===== src/rtl/bt_pkg.sv =====
// Shared types and constants for the branch target table.
package bt_pkg;

  // Sweep-then-serve controller states.
  typedef enum logic {
    S_CLEAR,
    S_RUN
  } bt_state_t;

  // Value driven on the target output whenever no valid entry is being returned.
  localparam int unsigned BT_RESET_TARGET = 0;

  // Index width for an n-entry space, never narrower than one bit.
  function automatic int unsigned bt_idx_width(input int unsigned n);
    return (n > 1) ? $clog2(n) : 1;
  endfunction

endpackage


===== src/rtl/bt_bank_mem.sv =====
// One bank of branch targets: synchronous write with a valid bit, registered
// read with write-first bypass when the write and read hit the same index.
module bt_bank_mem
  import bt_pkg::*;
#(
  parameter int unsigned D     = 10,
  parameter int unsigned DEPTH = 32,
  parameter int unsigned IW    = bt_idx_width(DEPTH)
) (
  input  logic          i_clk,
  input  logic          i_we,
  input  logic [IW-1:0] i_waddr,
  input  logic [D-1:0]  i_wdata,
  input  logic          i_wvld,
  input  logic [IW-1:0] i_raddr,
  output logic [D-1:0]  o_rdata,
  output logic          o_rvld
);

  typedef struct packed {
    logic         vld;
    logic [D-1:0] tgt;
  } bt_entry_t;

  bt_entry_t r_mem [DEPTH];
  bt_entry_t r_rd;
  bt_entry_t w_wentry;

  assign w_wentry = '{vld: i_wvld, tgt: i_wdata};

  // Storage update; the controller only raises i_we for in-range indices.
  always_ff @(posedge i_clk) begin
    if (i_we) begin
      r_mem[i_waddr] <= w_wentry;
    end
  end

  // Registered read; a same-cycle write to the read index wins.
  always_ff @(posedge i_clk) begin
    if (i_we && (i_waddr == i_raddr)) begin
      r_rd <= w_wentry;
    end else begin
      r_rd <= r_mem[i_raddr];
    end
  end

  assign o_rdata = r_rd.tgt;
  assign o_rvld  = r_rd.vld;

endmodule


===== src/rtl/branch_target_table.sv =====
// Multi-bank branch target table. After reset every entry is swept to
// invalid, then lookups return the programmed target one cycle later.
module branch_target_table
  import bt_pkg::*;
#(
  parameter int unsigned D      = 10,
  parameter int unsigned A      = 8,
  parameter int unsigned DEPTH  = 32,
  parameter int unsigned NBANKS = 2,
  localparam int unsigned BW    = bt_idx_width(NBANKS)
) (
  input  logic          i_clk,
  input  logic          i_reset,
  input  logic [BW-1:0] i_bank_sel,
  input  logic [A-1:0]  i_addr,
  input  logic          i_branch,
  output logic [D-1:0]  o_target,
  output logic          o_target_valid,
  output logic          o_miss,
  input  logic          i_wr_en,
  input  logic [BW-1:0] i_wr_bank,
  input  logic [A-1:0]  i_wr_addr,
  input  logic [D-1:0]  i_wr_data,
  output logic          o_busy
);

  localparam int unsigned IW = bt_idx_width(DEPTH);

  // Bounds widened by one bit so DEPTH == 2**A and NBANKS == 2**BW still fit.
  localparam logic [A:0]  DEPTH_L  = (A+1)'(DEPTH);
  localparam logic [BW:0] NBANKS_L = (BW+1)'(NBANKS);
  localparam logic [IW-1:0] LAST_IDX  = IW'(DEPTH - 1);
  localparam logic [BW-1:0] LAST_BANK = BW'(NBANKS - 1);

  bt_state_t     r_state;
  logic [BW-1:0] r_clr_bank;
  logic [IW-1:0] r_clr_idx;
  logic          r_req;
  logic          r_inrange;
  logic [BW-1:0] r_bank;

  logic          w_clearing;
  logic          w_rd_inrange;
  logic          w_wr_inrange;
  logic [IW-1:0] w_waddr;
  logic [D-1:0]  w_wdata;
  logic [IW-1:0] w_raddr;
  logic [NBANKS-1:0] w_we;
  logic [D-1:0]  w_rd_tgt [NBANKS];
  logic [NBANKS-1:0] w_rd_vld;
  logic [D-1:0]  w_sel_tgt;
  logic          w_sel_vld;
  logic          w_hit;

  assign w_clearing   = (r_state == S_CLEAR);
  assign w_rd_inrange = ({1'b0, i_bank_sel} < NBANKS_L) && ({1'b0, i_addr} < DEPTH_L);
  assign w_wr_inrange = ({1'b0, i_wr_bank} < NBANKS_L) && ({1'b0, i_wr_addr} < DEPTH_L);

  // The sweep borrows the write port; user writes only flow once running.
  assign w_waddr = w_clearing ? r_clr_idx : i_wr_addr[IW-1:0];
  assign w_wdata = w_clearing ? D'(BT_RESET_TARGET) : i_wr_data;
  assign w_raddr = i_addr[IW-1:0];

  for (genvar b = 0; b < NBANKS; b++) begin : g_bank
    assign w_we[b] = !i_reset &&
                     (w_clearing ? (r_clr_bank == BW'(b))
                                 : (i_wr_en && w_wr_inrange && (i_wr_bank == BW'(b))));

    bt_bank_mem #(
      .D     (D),
      .DEPTH (DEPTH),
      .IW    (IW)
    ) u_bank (
      .i_clk   (i_clk),
      .i_we    (w_we[b]),
      .i_waddr (w_waddr),
      .i_wdata (w_wdata),
      .i_wvld  (!w_clearing),
      .i_raddr (w_raddr),
      .o_rdata (w_rd_tgt[b]),
      .o_rvld  (w_rd_vld[b])
    );
  end

  // Controller: clear sweep across every bank/index, then serve lookups.
  always_ff @(posedge i_clk) begin
    if (i_reset) begin
      r_state    <= S_CLEAR;
      r_clr_bank <= '0;
      r_clr_idx  <= '0;
      r_req      <= 1'b0;
      r_inrange  <= 1'b0;
      r_bank     <= '0;
    end else begin
      unique case (r_state)
        S_CLEAR: begin
          r_req     <= 1'b0;
          r_inrange <= 1'b0;
          if (r_clr_idx == LAST_IDX) begin
            r_clr_idx <= '0;
            if (r_clr_bank == LAST_BANK) begin
              r_clr_bank <= '0;
              r_state    <= S_RUN;
            end else begin
              r_clr_bank <= r_clr_bank + 1'b1;
            end
          end else begin
            r_clr_idx <= r_clr_idx + 1'b1;
          end
        end
        S_RUN: begin
          r_req     <= i_branch;
          r_inrange <= w_rd_inrange;
          r_bank    <= i_bank_sel;
        end
        default: r_state <= S_CLEAR;
      endcase
    end
  end

  // Pick the bank addressed by the lookup captured last cycle.
  always_comb begin
    w_sel_tgt = D'(BT_RESET_TARGET);
    w_sel_vld = 1'b0;
    for (int b = 0; b < NBANKS; b++) begin
      if (r_bank == BW'(b)) begin
        w_sel_tgt = w_rd_tgt[b];
        w_sel_vld = w_rd_vld[b];
      end
    end
  end

  assign w_hit          = r_req && r_inrange && w_sel_vld;
  assign o_target       = w_hit ? w_sel_tgt : D'(BT_RESET_TARGET);
  assign o_target_valid = w_hit;
  assign o_miss         = r_req && !w_hit;
  assign o_busy         = w_clearing;

endmodule


===== config.mk =====
export PLATFORM = sky130hd
export DESIGN_NAME = branch_target_table
export DESIGN_NICKNAME = d
export VERILOG_FILES = /design/src/rtl/bt_pkg.sv /design/src/rtl/bt_bank_mem.sv /design/src/rtl/branch_target_table.sv
export SDC_FILE = /design/constraint.sdc
export NUM_CORES = 1
export LEC_CHECK = 0
export CAP_MARGIN = 20
export CELL_PAD_IN_SITES_DETAIL_PLACEMENT = 2
export CELL_PAD_IN_SITES_GLOBAL_PLACEMENT = 2
export CORE_MARGIN = 3
export CORE_UTILIZATION = 45
export DETAILED_ROUTE_END_ITERATION = 10
export GPL_ROUTABILITY_DRIVEN = 0
export GPL_TIMING_DRIVEN = 0
export HOLD_SLACK_MARGIN = 0.1
export PLACE_DENSITY_LB_ADDON = 0.2
export REMOVE_ABC_BUFFERS = 1
export SLEW_MARGIN = 30
export SYNTH_ARGS = -nofsm -noshare
export SYNTH_HDL_FRONTEND = slang
export SYNTH_SLANG_ARGS = --single-unit

===== constraint.sdc =====
create_clock -name i_clk -period 10.7 [get_ports i_clk]
set_input_delay 2.675 -clock i_clk [delete_from_list [all_inputs] [get_ports i_clk]]
set_output_delay 2.675 -clock i_clk [all_outputs]
set_load 0.005 [all_outputs]

==> impl_metrics.json, run 1 <==
{
  "status": "finished clean",
  "cts_tree": "built",
  "hold_ws_ps": 545,
  "drive_gt1_frac": 0.225,
  "core_area_um2": 61000,
  "ys_types": 44,
  "yosys_warnings": 0,
  "area_delta_synth_final_pct": 14.4,
  "max_cap_viol_count": 0,
  "nFillCells": 5288,
  "layout_commonest_cell": "edfxtp_1",
  "cts_max_level": 3,
  "grt_pass1_wl_mm": 119,
  "syn_area_per_cell_um2": 20.0,
  "critPathKind": "flop to output port",
  "ys_seq_area_frac": 0.764,
  "finClkSkew_ps": 23.7,
  "synthArstFlopShare": 0,
  "layout_min_cycle_time_ps": 7430,
  "io_buffers": 44,
  "fin_crit_sh": 0.695,
  "numCtsBuffers": 76,
  "seq_area_um2": 21500,
  "cp_max_fo": 40,
  "clk-insertion-delay-late_ps": 630,
  "worst_pin_slew_ps": 947,
  "rr_worst_depth": 4,
  "finalHoldViolCount": 0,
  "synth_ff_type": "edfxtp_1",
  "finalSetupViolCount": 0,
  "initial_core_util": 0.460,
  "synth-seq-cells": 719,
  "timing.fmax_ghz": 0.135,
  "hold_path_class": "flop to flop",
  "antenna_left": 0,
  "grt_max_degree": 67,
  "leakage_nw": 10.7,
  "place_area_um2": 29700,
  "whs_path_depth": 2,
  "final_core_util": 0.526,
  "peakVddDrop_mv": 0.144,
  "cp.arrival_ps": 4760,
  "dr.pass1.iters": 5,
  "crit_required_ps": 8030,
  "synth_cells": 1399,
  "post-dp-hpwl_mm": 47.6,
  "grt_pass1_vias": 15900,
  "cp-end-kind": "output port",
  "multi_input_area_um2": 6400,
  "routedWlPerCell_um": 34.5,
  "post_cts_buffers": 0,
  "vias": 14300,
  "design_area_um2": 32100,
  "antenna_found_initial": 0,
  "clock-root-buffer": "clkbuf_16",
  "layout.nets": 1498,
  "die_x_um": 256,
  "drt_iter0_markers": 1256,
  "viasPerCell": 6.10,
  "clk_pin_slew_ps": 60,
  "synth-edff-count": 704,
  "fp.dieH_um": 256,
  "track_usage": 0.250,
  "cts_sinks": 719,
  "total_power_mw": 5.85,
  "drc": 0,
  "grt-ovfl-total": 0,
  "wl_mm": 81.0,
  "num_rows": 90,
  "slew_headroom": 0.368,
  "pin_count": 45,
  "final_max_slew_viol_count": 0,
  "max-clock-path-buffers": 3,
  "postCtsHoldBufs": 0,
  "rsz0062_at_grt": "no",
  "power_density_nw_per_um2": 182,
  "die_area_um2": 65400,
  "start_kind": "flop",
  "final_cell_mix": "edfxtp_1 (704), mux4_2 (123), mux2i_1 (120)",
  "post_cts_resized": 0,
  "synth_area_um2": 28000
}
[critical path: stages (launching register included)]
cell             delay [ps]
dfxtp_4                 550
buf_16                  310
buf_12                  270
buf_16                  260
nor2b_2                 200
a22o_1                  260
a221oi_1                380
o2111ai_1               300
o22ai_2                 630
o2111a_1                360
clkdlybuf4s50_1         530
[sequential cells by signal, summed over array words and instances, names as in the netlist, named ones only]
signal	cells
g_bank.u_bank.r_mem	704
r_bank	1
r_clr_bank	1
r_clr_idx	5
r_inrange	1
r_req	1
r_state	1
[report_power, final]
| group | switching [mW] | internal (mW) | total [mW] |
|---|---|---|---|
| Combinational | 0.121 | 0.0935 | 0.215 |
| Sequential | 0.0160 | 3.05 | 3.07 |
| Clock | 1.13 | 1.44 | 2.57 |
| Total | 1.27 | 4.58 | 5.85 |
[logic make-up (layout without fill, tap and decap cells)]
family,count (synthesis),after routing,synth area share
AND/OR/NAND/NOR,177,177,0.0300
other,0,1,0
flip-flops,719,719,0.764
buffers and inverters,79,200,0.0159
XOR/XNOR,1,1,0.000312
multiplexers,247,247,0.143
AO/OA/AOI/OAI,174,174,0.0452
adder cells (fa/ha/maj),2,2,0.000892
[synthesized netlist by cell type (3+ instances only)]
cell type / number / share of area
mux2_2: 4 / 0.0016
and3_1: 10 / 0.0022
clkbuf_1: 23 / 0.0031
dfxtp_1: 15 / 0.011
nor2_1: 77 / 0.010
a22oi_1: 73 / 0.020
nand3_1: 8 / 0.0014
and2_1: 14 / 0.0031
buf_4: 14 / 0.0037
nand2_1: 32 / 0.0043
o2111a_1: 10 / 0.0040
inv_1: 3 / 0.00040
buf_2: 29 / 0.0052
a22o_1: 6 / 0.0019
nand2b_1: 3 / 0.00067
edfxtp_1: 704 / 0.75
or3_1: 3 / 0.00067
mux4_2: 123 / 0.099
o21ai_0: 5 / 0.00089
a21oi_1: 44 / 0.0079
a221oi_1: 11 / 0.0034
buf_6: 8 / 0.0032
mux2i_1: 120 / 0.043
nor2b_1: 22 / 0.0049
a211oi_1: 13 / 0.0035
[worst paths after layout]
check | end | slack, ps | startpoint
worst min register to register | r_clr_idx[3]$_SDFFE_PP0N_ | 540 | r_clr_idx[3]$_SDFFE_PP0N_
worst max-delay path | o_target[8] | 3270 | flop
worst max register to register | g_bank[0].u_bank.r_mem[0][4]$_DFFE_PP_ | 7390 | r_state$_SDFF_PP0_
worst min-delay path | r_clr_idx[3]$_SDFFE_PP0N_ | 540 | r_clr_idx[3]$_SDFFE_PP0N_
[cell type report]
cell class,count,share of cell area
Multi-Input combinational cell,601,0.200
Clock inverter,33,0.00815
Tap cell,828,0.0323
Antenna cell,1,0.0000780
Timing Repair Buffer,63,0.0259
Clock buffer,101,0.0645
Sequential cell,719,0.669
Inverter,3,0.000351
[metrics by stage]
stage	TNS, ps	setup WS, ps	std cells
global placement	-80980	-6860	2195
global route	0	3070	2348
floorplan	-5440	-508	1323
CTS	0	3090	2348
finish	0	3270	2349
detailed placement	0	3950	2214
[routing by layer]
| metal | wire length (um) | global-route usage | up-vias |
|---|---|---|---|
| li1 | - | - | 5910 |
| met1 | 33700 | 0.338 | 7836 |
| met2 | 40700 | 0.418 | 459 |
| met3 | 3780 | 0.0394 | 130 |
| met4 | 2830 | 0.0871 | 0 |
| met5 | 0 | 0 | - |
(Power assumes the default switching activity.)
==> inputs of run 2 (changes only) <==
==> constraint.sdc (replaced) <==
create_clock -name i_clk -period 7 [get_ports i_clk]
set_input_delay 1.75 -clock i_clk [delete_from_list [all_inputs] [get_ports i_clk]]
set_output_delay 1.75 -clock i_clk [all_outputs]
set_load 0.005 [all_outputs]
==> results of run 2 <==
The final DEF is identical to that of run 1. Status: finished clean.
Among the figures that moved: setup slack after placement 3950 ps -> 1170 ps; setup slack after layout 3270 ps -> 492 ps; register-to-register setup slack 7390 ps -> 3690 ps; total power 5.85 mW -> 8.94 mW; worst IR drop on VDD 0.144 mV -> 0.219 mV
==> inputs of run 3 (changes only) <==
--- a/config.mk
+++ b/config.mk
@@ -5,11 +5,12 @@
 export SDC_FILE = /design/constraint.sdc
 export NUM_CORES = 1
 export LEC_CHECK = 0
+export ABC_AREA = 1
 export CAP_MARGIN = 20
 export CELL_PAD_IN_SITES_DETAIL_PLACEMENT = 2
 export CELL_PAD_IN_SITES_GLOBAL_PLACEMENT = 2
 export CORE_MARGIN = 3
-export CORE_UTILIZATION = 45
+export CORE_UTILIZATION = 43
 export DETAILED_ROUTE_END_ITERATION = 10
 export GPL_ROUTABILITY_DRIVEN = 0
 export GPL_TIMING_DRIVEN = 0
==> run 3 against run 2 <==
  * Final area rose by 4.1%
  * Wire length up 19%
  * Power is 2.8% higher
  * Setup slack worse by 150 ps
  * Sequential power about the same
  * Synthesized area up 4.6%
  * Synthesized cell count is 79% higher
  * Register-to-register slack lost 360 ps
  * Clock power is 3% higher
  * Highest routed layer unchanged
==> impl_metrics.json, run 3 <==
{
  "antenna_found_initial": 0,
  "antenna_cells": 0,
  "max-clock-path-buffers": 3,
  "seq_area_um2": 21500,
  "start_kind": "flop",
  "synth-seq-cells": 719,
  "routedWlPerCell_um": 28.1,
  "dr.pass1.iters": 5,
  "whs_path_depth": 2,
  "final_core_util": 0.496,
  "leakage_nw": 11.8,
  "slew_headroom": 0.381,
  "p_comb_frac": 0.053,
  "syn_area_per_cell_um2": 11.7,
  "rr_worst_depth": 7,
  "viasPerCell": 5.86,
  "grt-ovfl-total": 0,
  "clk-insertion-delay-late_ps": 620,
  "power_density_nw_per_um2": 275,
  "top_register": "g_bank.u_bank.r_mem",
  "post-dp-hpwl_mm": 57.1,
  "cts_max_level": 3,
  "io_buffers": 44,
  "num_rows": 95,
  "multi_input_area_um2": 7080,
  "initial_core_util": 0.435,
  "rsz0062_at_grt": "no",
  "cts_tree": "built",
  "vias": 20100,
  "fp.dieH_um": 267,
  "nFillCells": 6524,
  "antenna_left": 0,
  "largest_register_ffs": 704,
  "cts_sinks": 719,
  "synth_commonest_cells": "nand2_1 (791), edfxtp_1 (704), nand3_1 (675)",
  "pwr-share-seq": 0.510,
  "drc": 0,
  "post-place-cells": 3291,
  "clk_pin_slew_ps": 60,
  "synth_ff_type": "edfxtp_1",
  "post_cts_buffers": 0,
  "hold_path_class": "flop to flop",
  "grt_pass1_wl_mm": 144,
  "switchingPower_mw": 2.06,
  "ys_seq_area_frac": 0.731,
  "p_int_mw": 7.13,
  "pin_count": 45,
  "cp.arrival_ps": 4900,
  "track_usage": 0.272,
  "ys_types": 26,
  "finClkSkew_ps": 20.3,
  "clockPowerShare": 0.437,
  "worst_pin_slew_ps": 925,
  "synth_area_leaders": "edfxtp_1 (72%), nand3_1 (12%), nand2_1 (10%)",
  "synth-edff-count": 704,
  "grt_pass1_vias": 22400,
  "synthArstFlopShare": 0,
  "crit_required_ps": 5250,
  "fin_crit_sh": 0.951,
  "layout_commonest_cell": "nand2_1",
  "max_cap_viol_count": 0,
  "switching_share": 0.224,
  "die_x_um": 267,
  "final_max_slew_viol_count": 0,
  "instances_no_fill": 3426,
  "yosysMostFrequentCell": "nand2_1",
  "numCtsBuffers": 80,
  "drive_gt1_frac": 0.0964,
  "synth_top_area_frac": 0.721,
  "status": "finished clean",
  "final_cell_mix": "nand2_1 (789), edfxtp_1 (704), nand3_1 (675)",
  "drt_iter0_markers": 1693,
  "layout.nets": 2535,
  "die_area_um2": 71400,
  "area_delta_synth_final_pct": 13.9,
  "yosys_warnings": 0,
  "cp-end-kind": "output port",
  "synth_area_um2": 29300,
  "finalSetupViolCount": 0,
  "clock-root-buffer": "clkbuf_16",
  "cp_max_fo": 93,
  "reg_top3": "g_bank.u_bank.r_mem: 704 flops, r_clr_idx: 5 flops",
  "core_area_um2": 67400,
  "layout_min_cycle_time_ps": 6650,
  "critPathKind": "flop to output port",
  "timing.fmax_ghz": 0.150,
  "grt_max_degree": 95,
  "wl_mm": 96.2,
  "peakVddDrop_mv": 0.183,
  "synth_cells": 2498,
  "finalHoldViolCount": 0,
  "synth_top_cell_by_area": "edfxtp_1"
}
-- run 3: cell types whose count changed in the layout (fill, tap and decap cells not counted), sizes merged, moves of 13 or more --
cell / delta
mux4: -123
and2: -14
a21oi: -41
mux2i: -120
nor2b: -22
buf: +17
inv: +24
a22oi: -75
a211oi: -13
nor2: +15
nand2: +759
nand3: +667
-- run 3: logic make-up after synthesis --
| logic type | share of synthesized area |
|---|---|
| flops | 0.731 |
| xor+xnor | 0.000299 |
| buf+inv | 0.0332 |
| compound gates | 0.00230 |
| simple gates | 0.232 |
| fa+ha+maj | 0.000853 |
-- run 3: critical path, stage by stage (launching register included) --
cell and delay, ps:
dfxtp_4 510, buf_12 270, buf_12 200, inv_16 340, buf_16 330, buf_16 290, nand2_1 100, nand3_1 90
nand3_1 90, nand2_1 90, nand2_1 100, nand3_1 250, nand3_1 230, nand2_1 260, nand2_2 230, nor2_2 170
clkdlybuf4s50_1 520
-- run 3: area by class of cell --
class,count,area share
sequential,719,0.643
multi-input combinational,1587,0.212
clock buffer,99,0.0627
timing repair buffer,81,0.0353
tap,873,0.0327
clock inverter,35,0.00922
inverter,32,0.00543
-- run 3: repair_timing --
item / CTS / global route
gates cloned: 0 / 1
hold buffers: 0 / 0
gates resized for setup: 3 / 0
hold endpoints to repair: 0 / 0
setup endpoints to repair: 11 / 11
pin swaps: 0 / 0
-- run 3: worst paths after layout --
kind / startpoint / to / slack (ps)
worst max-delay path: flop / o_target[0] / 350
worst min-delay path: r_clr_bank$_SDFFE_PP0P_ / r_clr_bank$_SDFFE_PP0P_ / 530
worst max register to register: r_state$_SDFF_PP0_ / g_bank[0].u_bank.r_mem[24][9]$_DFFE_PP_ / 3330
worst min register to register: r_clr_bank$_SDFFE_PP0P_ / r_clr_bank$_SDFFE_PP0P_ / 530
-- run 3: routing by layer --
| layer | vias up | GRT usage | wire length (um) |
|---|---|---|---|
| met3 | 159 | 0.0316 | 4290 |
| met2 | 546 | 0.474 | 48200 |
| met5 | - | 0 | 0 |
| met4 | 0 | 0.0739 | 2600 |
| li1 | 8815 | - | - |
| met1 | 10600 | 0.361 | 41100 |
-- run 3: power groups by stage --
stage	combinational [mW]	sequential (mW)	clock [mW]
after global routing	0.529	4.69	4.24
after detailed placement	0.476	4.78	0
after global placement	0.416	4.84	0
final	0.487	4.69	4.02
after floorplan	0.260	4.80	0
after CTS	0.484	4.69	4.07
-- run 3: metrics by stage --
step	area [um^2]	power [mW]	setup slack (ps)	hold WS (ps)	setup TNS, ps
6_report	33400	9.19	345	531	0
5_1_grt	33400	9.45	38.4	555	0
4_1_cts	33400	9.25	162	525	0
3_5_place_dp	31000	5.26	517	506	0
3_3_place_gp	30000	5.26	-26920	498	-322410
2_1_floorplan	28500	5.06	-8510	479	-101500
==> RTL edit: new RTL, flow settings as in run 3 <==
One comparison of `r_clr_idx` changes from == to >=.
--- a/src/rtl/branch_target_table.sv
+++ b/src/rtl/branch_target_table.sv
@@ -98,3 +98,3 @@
           r_inrange <= 1'b0;
-          if (r_clr_idx == LAST_IDX) begin
+          if (r_clr_idx >= LAST_IDX) begin
             r_clr_idx <= '0;
Check against the original RTL: no difference found for any inputs over 4 cycles, from zero or initial values and one cycle with i_reset high; that may be too few to reach the edited logic, so the function may still have changed.
==> RTL edit against run 3 <==
Cell area decreased by 0.12%. Combinational power increased by 1%. Critical path depth increased by 1. Maximum frequency decreased by 1.1%. First-iteration DRC count increased by 13%. Routed wire length increased by 3.1%. Sequential cell count unchanged. Worst setup slack got worse by 0.073 ns. Critical endpoint is now o_target[6]. Synthesized area about the same. Via count increased by 1.4%. Total power decreased by 1.9%.
==> RTL edit: results <==
# TYPE chip_impl_metric gauge
chip_impl_info{name="run_status",value="finished, final reports clean"} 1
chip_impl_metric{name="cts-buffers-inserted",unit=""} 77
chip_impl_info{name="r2r_end",value="g_bank[0].u_bank.r_mem[29][4]$_DFFE_PP_"} 1
chip_impl_metric{name="critical_path.max_fanout",unit=""} 79
chip_impl_info{name="hold_class",value="reg -> reg"} 1
chip_impl_info{name="most_used_dff_post_synth",value="edfxtp_1"} 1
chip_impl_metric{name="vias",unit=""} 20370
chip_impl_metric{name="layout_filler_cell_count",unit=""} 6551
chip_impl_metric{name="vias_in_the_first_global_route",unit=""} 21980
chip_impl_metric{name="synth-seq-area-share",unit="%"} 73.10
chip_impl_metric{name="maximum_number_of_pins_on_one_net_before_global_route_repair",unit=""} 108
chip_impl_metric{name="cp_data_arrival_time",unit="ns"} 4.98
chip_impl_metric{name="hpwl_after_detailed_placement",unit="µm"} 60050
chip_impl_metric{name="synth.yosys.warnings",unit=""} 0
chip_impl_metric{name="grt_antenna_before_repair",unit=""} 3
chip_impl_metric{name="maxSlewHeadroom",unit="%"} 36.98
chip_impl_metric{name="total_leakage_power",unit="nW"} 11.92
chip_impl_metric{name="worst-r2r-setup-slack",unit="ns"} 3.56
chip_impl_metric{name="wl_per_cell",unit="µm"} 28.86
chip_impl_metric{name="initial_drt_markers",unit=""} 1917
chip_impl_metric{name="number_of_library_cell_types_mapped_by_synthesis",unit=""} 25
chip_impl_metric{name="grt_pass1_wl",unit="µm"} 146100
chip_impl_info{name="post_synth_main_area_contributors",value="edfxtp_1 (72%), nand3_1 (12%), nand2_1 (10%), buf_2 (1.4%), nor2_1 (1.1%)"} 1
chip_impl_info{name="synthTopCellsByCount",value="nand2_1 (791), edfxtp_1 (704), nand3_1 (677)"} 1
chip_impl_metric{name="final_net_count",unit=""} 2537
chip_impl_metric{name="critPathMaxStageDelay",unit="ns"} 0.53
chip_impl_metric{name="min_path_cells",unit=""} 1
chip_impl_metric{name="fraction_of_final_layout_cells_with_drive_strength_greater_than_1",unit="%"} 9.133
chip_impl_metric{name="skew",unit="ns"} 0.02018
chip_impl_metric{name="worstRegToRegCells",unit=""} 8
[RTL edit: timing repair]
action	CTS	global route
hold buffers	0	0
gates resized for setup	0	2
endpoints found under the setup margin	0	11
[RTL edit: metrics by stage]
step / worst slack, ns / power [mW] / instances / area [µm²] / hold slack (ns)
after global routing: 0.02947 / 9.278 / 3435 / 33360 / 0.5098
after global placement: -25.97 / 5.261 / 3257 / 30010 / 0.4490
after floorplan: -8.374 / 5.047 / 2340 / 28470 / 0.4395
after CTS: 0.03756 / 9.071 / 3434 / 33320 / 0.4916
after detailed placement: 0.7626 / 5.256 / 3296 / 31040 / 0.4901
final: 0.2720 / 9.016 / 3435 / 33360 / 0.4985
[RTL edit: worst max path at each step]
stage | from | to
2_1_floorplan | flip-flop | o_target_valid
3_3_place_gp | flip-flop | o_target[1]
3_5_place_dp | flip-flop | o_target[6]
4_1_cts | flip-flop | o_target[6]
5_1_grt | flip-flop | o_target[6]
6_report | flip-flop | o_target[6]
[RTL edit: logic make-up (layout without fill, tap and decap cells)]
kind of cell / Yosys count / count (layout) / share of synthesized area [%]
buffers and inverters: 192 / 253 / 3.327
DFF: 719 / 719 / 73.10
and+or+nand+nor: 1570 / 1570 / 23.09
xor gates and xnor gates: 1 / 1 / 0.02987
adders and majority gates: 2 / 2 / 0.08530
AOI/OAI and AO/OA: 17 / 17 / 0.3711
[RTL edit: routing by layer]
metal  share of wire, %  GRT usage, %
met4                2.8         8.551
met5              0.029             0
met1                 43         37.37
met3                5.6         4.584
met2                 49         46.91
[RTL edit: layout make-up]
cell class	count	area [µm²]	share of cell area (%)
repair buffers	84	1256	3.766
multi-input cells	1590	7088	21.25
flip-flops and latches	719	21460	64.34
clock inverters	35	219.0	0.6564
inverters	31	173.9	0.5214
clock buffers	103	2067	6.197
well taps	873	1092	3.275
[RTL edit: power by group]
group          internal (mW)  switching, mW  total, mW
Clock                   2.15           1.69       3.84
Sequential              4.67         0.0169       4.68
Combinational          0.137          0.355      0.492
Total                   6.95           2.07       9.02
[RTL edit: worst register-to-register path: stages (launching register included)]
cell and delay [ns]:
dfxtp_4 0.53, buf_12 0.27, buf_12 0.27, nand2_1 0.20, nand2_1 0.19, nand2_1 0.08, inv_1 0.55, nand2_1 0.23
nor2_2 0.73
